$ cat src/rtl/topk_insert_sorter.sv
// topk_insert_sorter
//   DEPTH-entry systolic insertion sorter. It keeps the best DEPTH {tag,key}
//   records of a frame in sorted order, with slot0 holding the best record. It
//   accepts one insert per cycle while filling. After a flush it streams the
//   records out best-first over a valid/ready handshake.
//
// Ports
//   clk        in   1        clock, rising edge
//   reset      in   1        synchronous, active-high
//   clear      in   1        synchronous empty of the array, return to FILL
//   in_valid   in   1        input record valid
//   in_ready   out  1        record accepted (FILL only)
//   in_key     in   KEY_W    record key (compared, unsigned)
//   in_tag     in   TAG_W    record tag (carried, never compared)
//   flush      in   1        end of frame, start the drain
//   out_valid  out  1        output record valid (DRAIN only)
//   out_ready  in   1        downstream accepts the output record
//   out_key    out  KEY_W    slot0 key
//   out_tag    out  TAG_W    slot0 tag
//   out_last   out  1        final record of the frame
//   count      out  clog2(DEPTH+1)  occupied slots
//   dropped    out  CNT_W    records rejected this frame, saturating
module topk_insert_sorter #(
  parameter int KEY_W   = 32,
  parameter int TAG_W   = 3,
  parameter int DEPTH   = 8,
  parameter int DESCEND = 0,
  parameter int CNT_W   = 16
) (
  input  logic                       clk,
  input  logic                       reset,
  input  logic                       clear,
  input  logic                       in_valid,
  output logic                       in_ready,
  input  logic [KEY_W-1:0]           in_key,
  input  logic [TAG_W-1:0]           in_tag,
  input  logic                       flush,
  output logic                       out_valid,
  input  logic                       out_ready,
  output logic [KEY_W-1:0]           out_key,
  output logic [TAG_W-1:0]           out_tag,
  output logic                       out_last,
  output logic [$clog2(DEPTH+1)-1:0] count,
  output logic [CNT_W-1:0]           dropped
);

  localparam int CW = $clog2(DEPTH+1);

  typedef enum logic {S_FILL, S_DRAIN} state_t;

  state_t               r_state, w_state_nxt;
  logic [KEY_W-1:0]     r_key [DEPTH];
  logic [TAG_W-1:0]     r_tag [DEPTH];
  logic [DEPTH-1:0]     r_vld;
  logic [CW-1:0]        r_count;
  logic [CNT_W-1:0]     r_dropped;

  logic [KEY_W-1:0]     w_key_nxt [DEPTH];
  logic [TAG_W-1:0]     w_tag_nxt [DEPTH];
  logic [DEPTH-1:0]     w_vld_nxt;
  logic [DEPTH-1:0]     w_take;
  logic                 w_full;
  logic                 w_ins;
  logic                 w_out_hs;
  logic                 w_last_hs;

  // Strict compare, so a new record never overtakes an equal one.
  function automatic logic f_better(input logic [KEY_W-1:0] a,
                                    input logic [KEY_W-1:0] b);
    return (DESCEND != 0) ? (a > b) : (a < b);
  endfunction

  assign w_full    = (r_count == CW'(DEPTH));
  assign w_ins     = (r_state == S_FILL) && in_valid;
  assign w_out_hs  = (r_state == S_DRAIN) && out_ready;
  assign w_last_hs = w_out_hs && (r_count == CW'(1));

  // The array is sorted and its valid slots are contiguous from slot0. So
  // w_take is 0...0 followed by 1...1. The first set bit is the insertion
  // point, and every later set bit takes its upper neighbour.
  always_comb begin
    w_take = '0;
    for (int unsigned i = 0; i < DEPTH; i++) begin
      w_take[i] = !r_vld[i] || f_better(in_key, r_key[i]);
    end
  end

  always_comb begin
    w_key_nxt = r_key;
    w_tag_nxt = r_tag;
    w_vld_nxt = r_vld;
    if (w_ins) begin
      if (w_take[0]) begin
        w_key_nxt[0] = in_key;
        w_tag_nxt[0] = in_tag;
        w_vld_nxt[0] = 1'b1;
      end
      for (int unsigned i = 1; i < DEPTH; i++) begin
        if (w_take[i]) begin
          if (!w_take[i-1]) begin
            w_key_nxt[i] = in_key;
            w_tag_nxt[i] = in_tag;
            w_vld_nxt[i] = 1'b1;
          end else begin
            w_key_nxt[i] = r_key[i-1];
            w_tag_nxt[i] = r_tag[i-1];
            w_vld_nxt[i] = r_vld[i-1];
          end
        end
      end
    end else if (w_out_hs) begin
      for (int unsigned i = 0; i < DEPTH - 1; i++) begin
        w_key_nxt[i] = r_key[i+1];
        w_tag_nxt[i] = r_tag[i+1];
        w_vld_nxt[i] = r_vld[i+1];
      end
      w_key_nxt[DEPTH-1] = '0;
      w_tag_nxt[DEPTH-1] = '0;
      w_vld_nxt[DEPTH-1] = 1'b0;
    end
  end

  // A flush whose insert lands in the same cycle still counts as a
  // non-empty frame.
  always_comb begin
    w_state_nxt = r_state;
    case (r_state)
      S_FILL:  if (flush && ((r_count != '0) || w_ins)) w_state_nxt = S_DRAIN;
      S_DRAIN: if (w_last_hs) w_state_nxt = S_FILL;
      default: w_state_nxt = S_FILL;
    endcase
  end

  always_ff @(posedge clk) begin
    if (reset || clear) begin
      r_state   <= S_FILL;
      r_vld     <= '0;
      r_count   <= '0;
      r_dropped <= '0;
      for (int unsigned i = 0; i < DEPTH; i++) begin
        r_key[i] <= '0;
        r_tag[i] <= '0;
      end
    end else begin
      r_state <= w_state_nxt;
      r_vld   <= w_vld_nxt;
      for (int unsigned i = 0; i < DEPTH; i++) begin
        r_key[i] <= w_key_nxt[i];
        r_tag[i] <= w_tag_nxt[i];
      end
      if (w_ins && !w_full) begin
        r_count <= r_count + CW'(1);
      end else if (w_out_hs) begin
        r_count <= r_count - CW'(1);
      end
      // When the array is full, an insert either is rejected or pushes
      // the last slot out. Either way one record is lost.
      if (w_last_hs) begin
        r_dropped <= '0;
      end else if (w_ins && w_full && (r_dropped != '1)) begin
        r_dropped <= r_dropped + CNT_W'(1);
      end
    end
  end

  assign in_ready  = (r_state == S_FILL);
  assign out_valid = (r_state == S_DRAIN);
  assign out_key   = r_key[0];
  assign out_tag   = r_tag[0];
  assign out_last  = out_valid && (r_count == CW'(1));
  assign count     = r_count;
  assign dropped   = r_dropped;

endmodule

$ cat config.mk
export PLATFORM = sky130hd
export DESIGN_NAME = topk_insert_sorter
export DESIGN_NICKNAME = d
export VERILOG_FILES = /design/src/rtl/topk_insert_sorter.sv
export SDC_FILE = /design/constraint.sdc
export NUM_CORES = 1
export LEC_CHECK = 0
export BUFFER_PORTS_ARGS = -buffer_cell sky130_fd_sc_hd__buf_4
export CAP_MARGIN = 0
export CORE_AREA = 4 4 291 293
export CTS_CLUSTER_SIZE = 30
export DETAILED_ROUTE_END_ITERATION = 16
export DIE_AREA = 0 0 295 297
export SYNTH_ARGS = -nofsm -noshare
export SYNTH_HDL_FRONTEND = slang
export SYNTH_SLANG_ARGS = --single-unit
export TNS_END_PERCENT = 30
$ cat constraint.sdc
create_clock -name clk -period 3.4 [get_ports clk]
set_input_delay 0.51 -clock clk [delete_from_list [all_inputs] [get_ports clk]]
set_output_delay 0.51 -clock clk [all_outputs]
set_load 0.01 [all_outputs]
==> metrics.txt <==
# TYPE chip_impl_metric gauge
chip_impl_metric{name="grt_overflow",unit=""} 0
chip_impl_metric{name="die_height",unit="microns"} 297
chip_impl_metric{name="postSynthRegisterBits",unit=""} 309
chip_impl_metric{name="filler_cells_inserted",unit=""} 8558
chip_impl_metric{name="post_cts_hold_fix_bufs",unit=""} 0
chip_impl_metric{name="num_antenna_cells",unit=""} 0
chip_impl_info{name="synth.area.top_cells",value="sky130_fd_sc_hd__dfxtp_1 (25%), sky130_fd_sc_hd__ha_1 (13%), sky130_fd_sc_hd__o21ai_0 (5.3%)"} 1
chip_impl_metric{name="cts_h_tree_depth",unit=""} 2
chip_impl_metric{name="route.detailed.drc",unit=""} 0
chip_impl_metric{name="cts.sink_count",unit=""} 309
chip_impl_metric{name="fin_setup_tns",unit="ns"} 0
chip_impl_metric{name="die_area",unit="sq um"} 87600
chip_impl_info{name="synth_flop_cell",value="sky130_fd_sc_hd__dfxtp_1"} 1
chip_impl_metric{name="mux_cell_area_share_after_synthesis",unit="%"} 3.14
chip_impl_metric{name="finalCritPeriodShare",unit="%"} 98.5
chip_impl_info{name="synth_top_cell_by_area",value="sky130_fd_sc_hd__dfxtp_1"} 1
chip_impl_metric{name="p_per_area",unit="nW/um^2"} 358
chip_impl_metric{name="slew_viol_final",unit=""} 0
chip_impl_metric{name="synth_xor_xnor_area_share",unit="%"} 0.611
chip_impl_metric{name="design_power",unit="mW"} 10.2
chip_impl_metric{name="worst_path_largest_cell_delay",unit="ns"} 0.42
chip_impl_metric{name="viasPerCell",unit=""} 5.88
chip_impl_metric{name="floorplan.initialDensity",unit="%"} 29.8
chip_impl_info{name="critPathLaunchType",value="flip-flop"} 1
chip_impl_metric{name="seq_area_frac_synth",unit="%"} 25.4
chip_impl_metric{name="placedCellCount",unit=""} 4142
chip_impl_metric{name="worst_ep_arrival_time",unit="ns"} 3.79
chip_impl_metric{name="worstPathMaxFanout",unit=""} 20
chip_impl_metric{name="finalNetCount",unit=""} 3407
chip_impl_metric{name="ctsResizeCount",unit=""} 0
chip_impl_metric{name="worst_skew_pair.late_latency",unit="ns"} 0.57
chip_impl_metric{name="hold_viol",unit=""} 0
chip_impl_metric{name="synth_area",unit="sq um"} 24400
chip_impl_metric{name="grt_antenna_before_repair",unit=""} 0
chip_impl_metric{name="design.core.area",unit="sq um"} 81800
chip_impl_info{name="hold_class",value="in -> reg"} 1
chip_impl_metric{name="syn_area_per_cell",unit="sq um"} 7.85
chip_impl_info{name="critical-path-slowest-cell",value="sky130_fd_sc_hd__dfxtp_1"} 1
chip_impl_metric{name="max_slew.worst_pin.slew",unit="ns"} 0.876
chip_impl_metric{name="grt_pass1_wl",unit="mm"} 143
chip_impl_metric{name="worst_slew_slack_as_a_fraction_of_its_limit",unit="%"} 41.0
chip_impl_metric{name="synth_largest_type_area_fraction",unit="%"} 25.4
chip_impl_info{name="tritoncts",value="done"} 1
chip_impl_metric{name="worstPathBufferInverterCount",unit=""} 3
chip_impl_info{name="clock_tree.root_cell",value="sky130_fd_sc_hd__clkbuf_16"} 1
chip_impl_metric{name="dpl_worst_slack",unit="ns"} -0.327
chip_impl_metric{name="peakVddDrop",unit="V"} 0.000227
chip_impl_info{name="cpLargestDelayFamily",value="simple AND/OR/NAND/NOR gates"} 1
chip_impl_metric{name="cp_data_required_time",unit="ns"} 3.84
chip_impl_metric{name="leakage",unit="nW"} 10.0
chip_impl_metric{name="totalWireLength",unit="mm"} 93.1
chip_impl_info{name="rsz0062_at_grt",value="false"} 1
chip_impl_metric{name="drt_first_iter_violations",unit=""} 2540
chip_impl_metric{name="drt-wirelength-per-cell",unit="microns"} 22.1
chip_impl_info{name="cp_cell_sequence",value="inv_1 > ha_1 > nand4_1 > nor4_2 > buf_4 > o21ai_0 > a31o_2 > or2_1 > buf_4 > o22a_1 > a32o_1"} 1
chip_impl_metric{name="die_width",unit="microns"} 295
chip_impl_metric{name="fmax",unit="MHz"} 299
chip_impl_metric{name="antenna_violating_nets_post_route",unit=""} 0
chip_impl_metric{name="number_of_standard_cells_in_the_layout_taps_in_and_fillers_out",unit=""} 4210
chip_impl_metric{name="final_core_util",unit="%"} 34.7
chip_impl_metric{name="syn-num-nets",unit=""} 3397
chip_impl_metric{name="postCtsSetupBuffers",unit=""} 0
chip_impl_metric{name="final_layout_size_suffix_gt1_share",unit="%"} 13.6
chip_impl_metric{name="synth_cell_types",unit=""} 78
chip_impl_metric{name="vias_in_the_first_global_route",unit=""} 23400
chip_impl_metric{name="global_route_total_usage_across_every_layer",unit="%"} 20.4
chip_impl_metric{name="setup-violations-final",unit=""} 0
chip_impl_metric{name="synth_enable_flop_cells",unit=""} 0
chip_impl_metric{name="cap_violations",unit=""} 0
chip_impl_metric{name="yosys.area_share.adder",unit="%"} 13.0
chip_impl_metric{name="grt_start_max_net_pins",unit=""} 87
chip_impl_metric{name="place_congestion",unit=""} 0.897
chip_impl_metric{name="timing.final.ws_setup",unit="ns"} 0.0526
chip_impl_metric{name="fin_worst_skew",unit="ns"} 0.0214
chip_impl_info{name="critical_path_class",value="reg -> reg"} 1
chip_impl_metric{name="worst_setup_hold_path_clk_slew",unit="ns"} 0.06
chip_impl_metric{name="drt_pre_antenna_iters",unit=""} 6
chip_impl_metric{name="ctsLongestPathBuffers",unit=""} 3
chip_impl_metric{name="io_pins",unit=""} 99
chip_impl_info{name="run_status",value="finished clean"} 1
chip_impl_info{name="critPathCaptureType",value="flip-flop"} 1
chip_impl_metric{name="synth-simple-area-share",unit="%"} 13.3
chip_impl_metric{name="cts_inserted_buffers",unit=""} 39
chip_impl_metric{name="dp.final_hpwl",unit="mm"} 67.2
chip_impl_metric{name="synth-compound-area-share",unit="%"} 34.8
chip_impl_metric{name="io_buffers",unit=""} 98
chip_impl_metric{name="synth.yosys.warnings",unit=""} 0
chip_impl_info{name="synth_top_family_by_area",value="compound AO/OA/AOI/OAI gates"} 1
chip_impl_info{name="critical-path-top-cell-by-count",value="sky130_fd_sc_hd__buf_4"} 1
chip_impl_metric{name="floorplan.rows",unit=""} 105
chip_impl_metric{name="final_period_minus_worst_setup_slack",unit="ns"} 3.35
chip_impl_metric{name="synth_cells",unit=""} 3103
chip_impl_metric{name="vias",unit=""} 24800
chip_impl_metric{name="postSynth.asyncResetShare",unit="%"} 0
chip_impl_info{name="synth_commonest_cells",value="sky130_fd_sc_hd__dfxtp_1 (309), sky130_fd_sc_hd__inv_1 (266), sky130_fd_sc_hd__o21ai_0 (257)"} 1
chip_impl_metric{name="area.growth.synth_to_final",unit="%"} 16.6
chip_impl_info{name="yosys.cell_count.top_type",value="sky130_fd_sc_hd__dfxtp_1"} 1
[final timing paths]
| kind | start | to | slack (ns) | cells past startpoint |
|---|---|---|---|---|
| setup reg to reg | r_key[189] | r_key[140] | 0.05 | 11 |
| hold / removal | flush | out_valid | 0.19 | 3 |
| hold reg to reg | r_tag[2] | r_tag[2] | 0.46 | 1 |
| setup / recovery | r_key[189] | r_key[140] | 0.05 | 11 |
[power by group]
part | internal, mW | switching, mW
clock network | 2.48 | 1.73
logic | 0.827 | 1.31
registers | 3.72 | 0.118
total | 7.02 | 3.17
[registers in the layout, summed over array words and instances (netlist names)]
register and cells:
r_key 224, out_key 32, r_tag 21, dropped 16
r_vld 8, count 4, out_tag 3, out_valid 1
[final cells by class]
cell class	count	area (sq um)	area share (%)
Clock inverter	10	104	0.365
Sequential cell	309	6190	21.8
Tap cell	1070	1340	4.71
Timing Repair Buffer	284	2670	9.40
Clock buffer	58	1150	4.04
Inverter	266	998	3.51
Multi-Input combinational cell	2213	16000	56.2
[through the flow]
step / hold WS (ns) / area [sq um]
floorplan: 0.427 / 24400
global placement: 0.441 / 27200
detailed placement: 0.441 / 27200
CTS: 0.168 / 28400
global route: 0.184 / 28400
finish: 0.191 / 28400
[cells by family (layout without fill, tap and decap cells)]
group	Yosys count	after routing
adder cells (fa/ha/maj)	253	253
AND/OR/NAND/NOR	673	673
buffers and inverters	581	618
multiplexers	72	72
XOR/XNOR	17	17
AO/OA/AOI/OAI	1198	1198
flip-flops	309	309
[worst reg2reg max path, cell delays in order (launching register included)]
cell	delay [ns]
sky130_fd_sc_hd__dfxtp_1	0.42
sky130_fd_sc_hd__inv_1	0.11
sky130_fd_sc_hd__ha_1	0.31
sky130_fd_sc_hd__nand4_1	0.30
sky130_fd_sc_hd__nor4_2	0.39
sky130_fd_sc_hd__buf_4	0.16
sky130_fd_sc_hd__o21ai_0	0.20
sky130_fd_sc_hd__a31o_2	0.33
sky130_fd_sc_hd__or2_1	0.30
sky130_fd_sc_hd__buf_4	0.25
sky130_fd_sc_hd__o22a_1	0.21
sky130_fd_sc_hd__a32o_1	0.25
[per-layer routing]
metal / vias to the layer above / track usage [%] / share of wire, %
met5: - / 0 / 0
met4: 0 / 5.36 / 2.3
met3: 127 / 2.78 / 7.0
met2: 909 / 32.8 / 45
met1: 12100 / 28.6 / 45
li1: 11600 / - / -
[cell usage in the layout (no fill, tap or decap), drive strengths merged, types with 38 or more instances in the layout]
cell type and count:
a21oi 191, a221oi 75, a31oi 49, and3 38, buf 284, clkbuf 58
dfxtp 309, ha 253, inv 267, nand2 254, nand2b 44, nor2 139
nor2b 41, o211ai 40, o21ai 261, o22ai 104, o2bb2ai 70, o311a 63
Power figures use the tool's default switching activity.
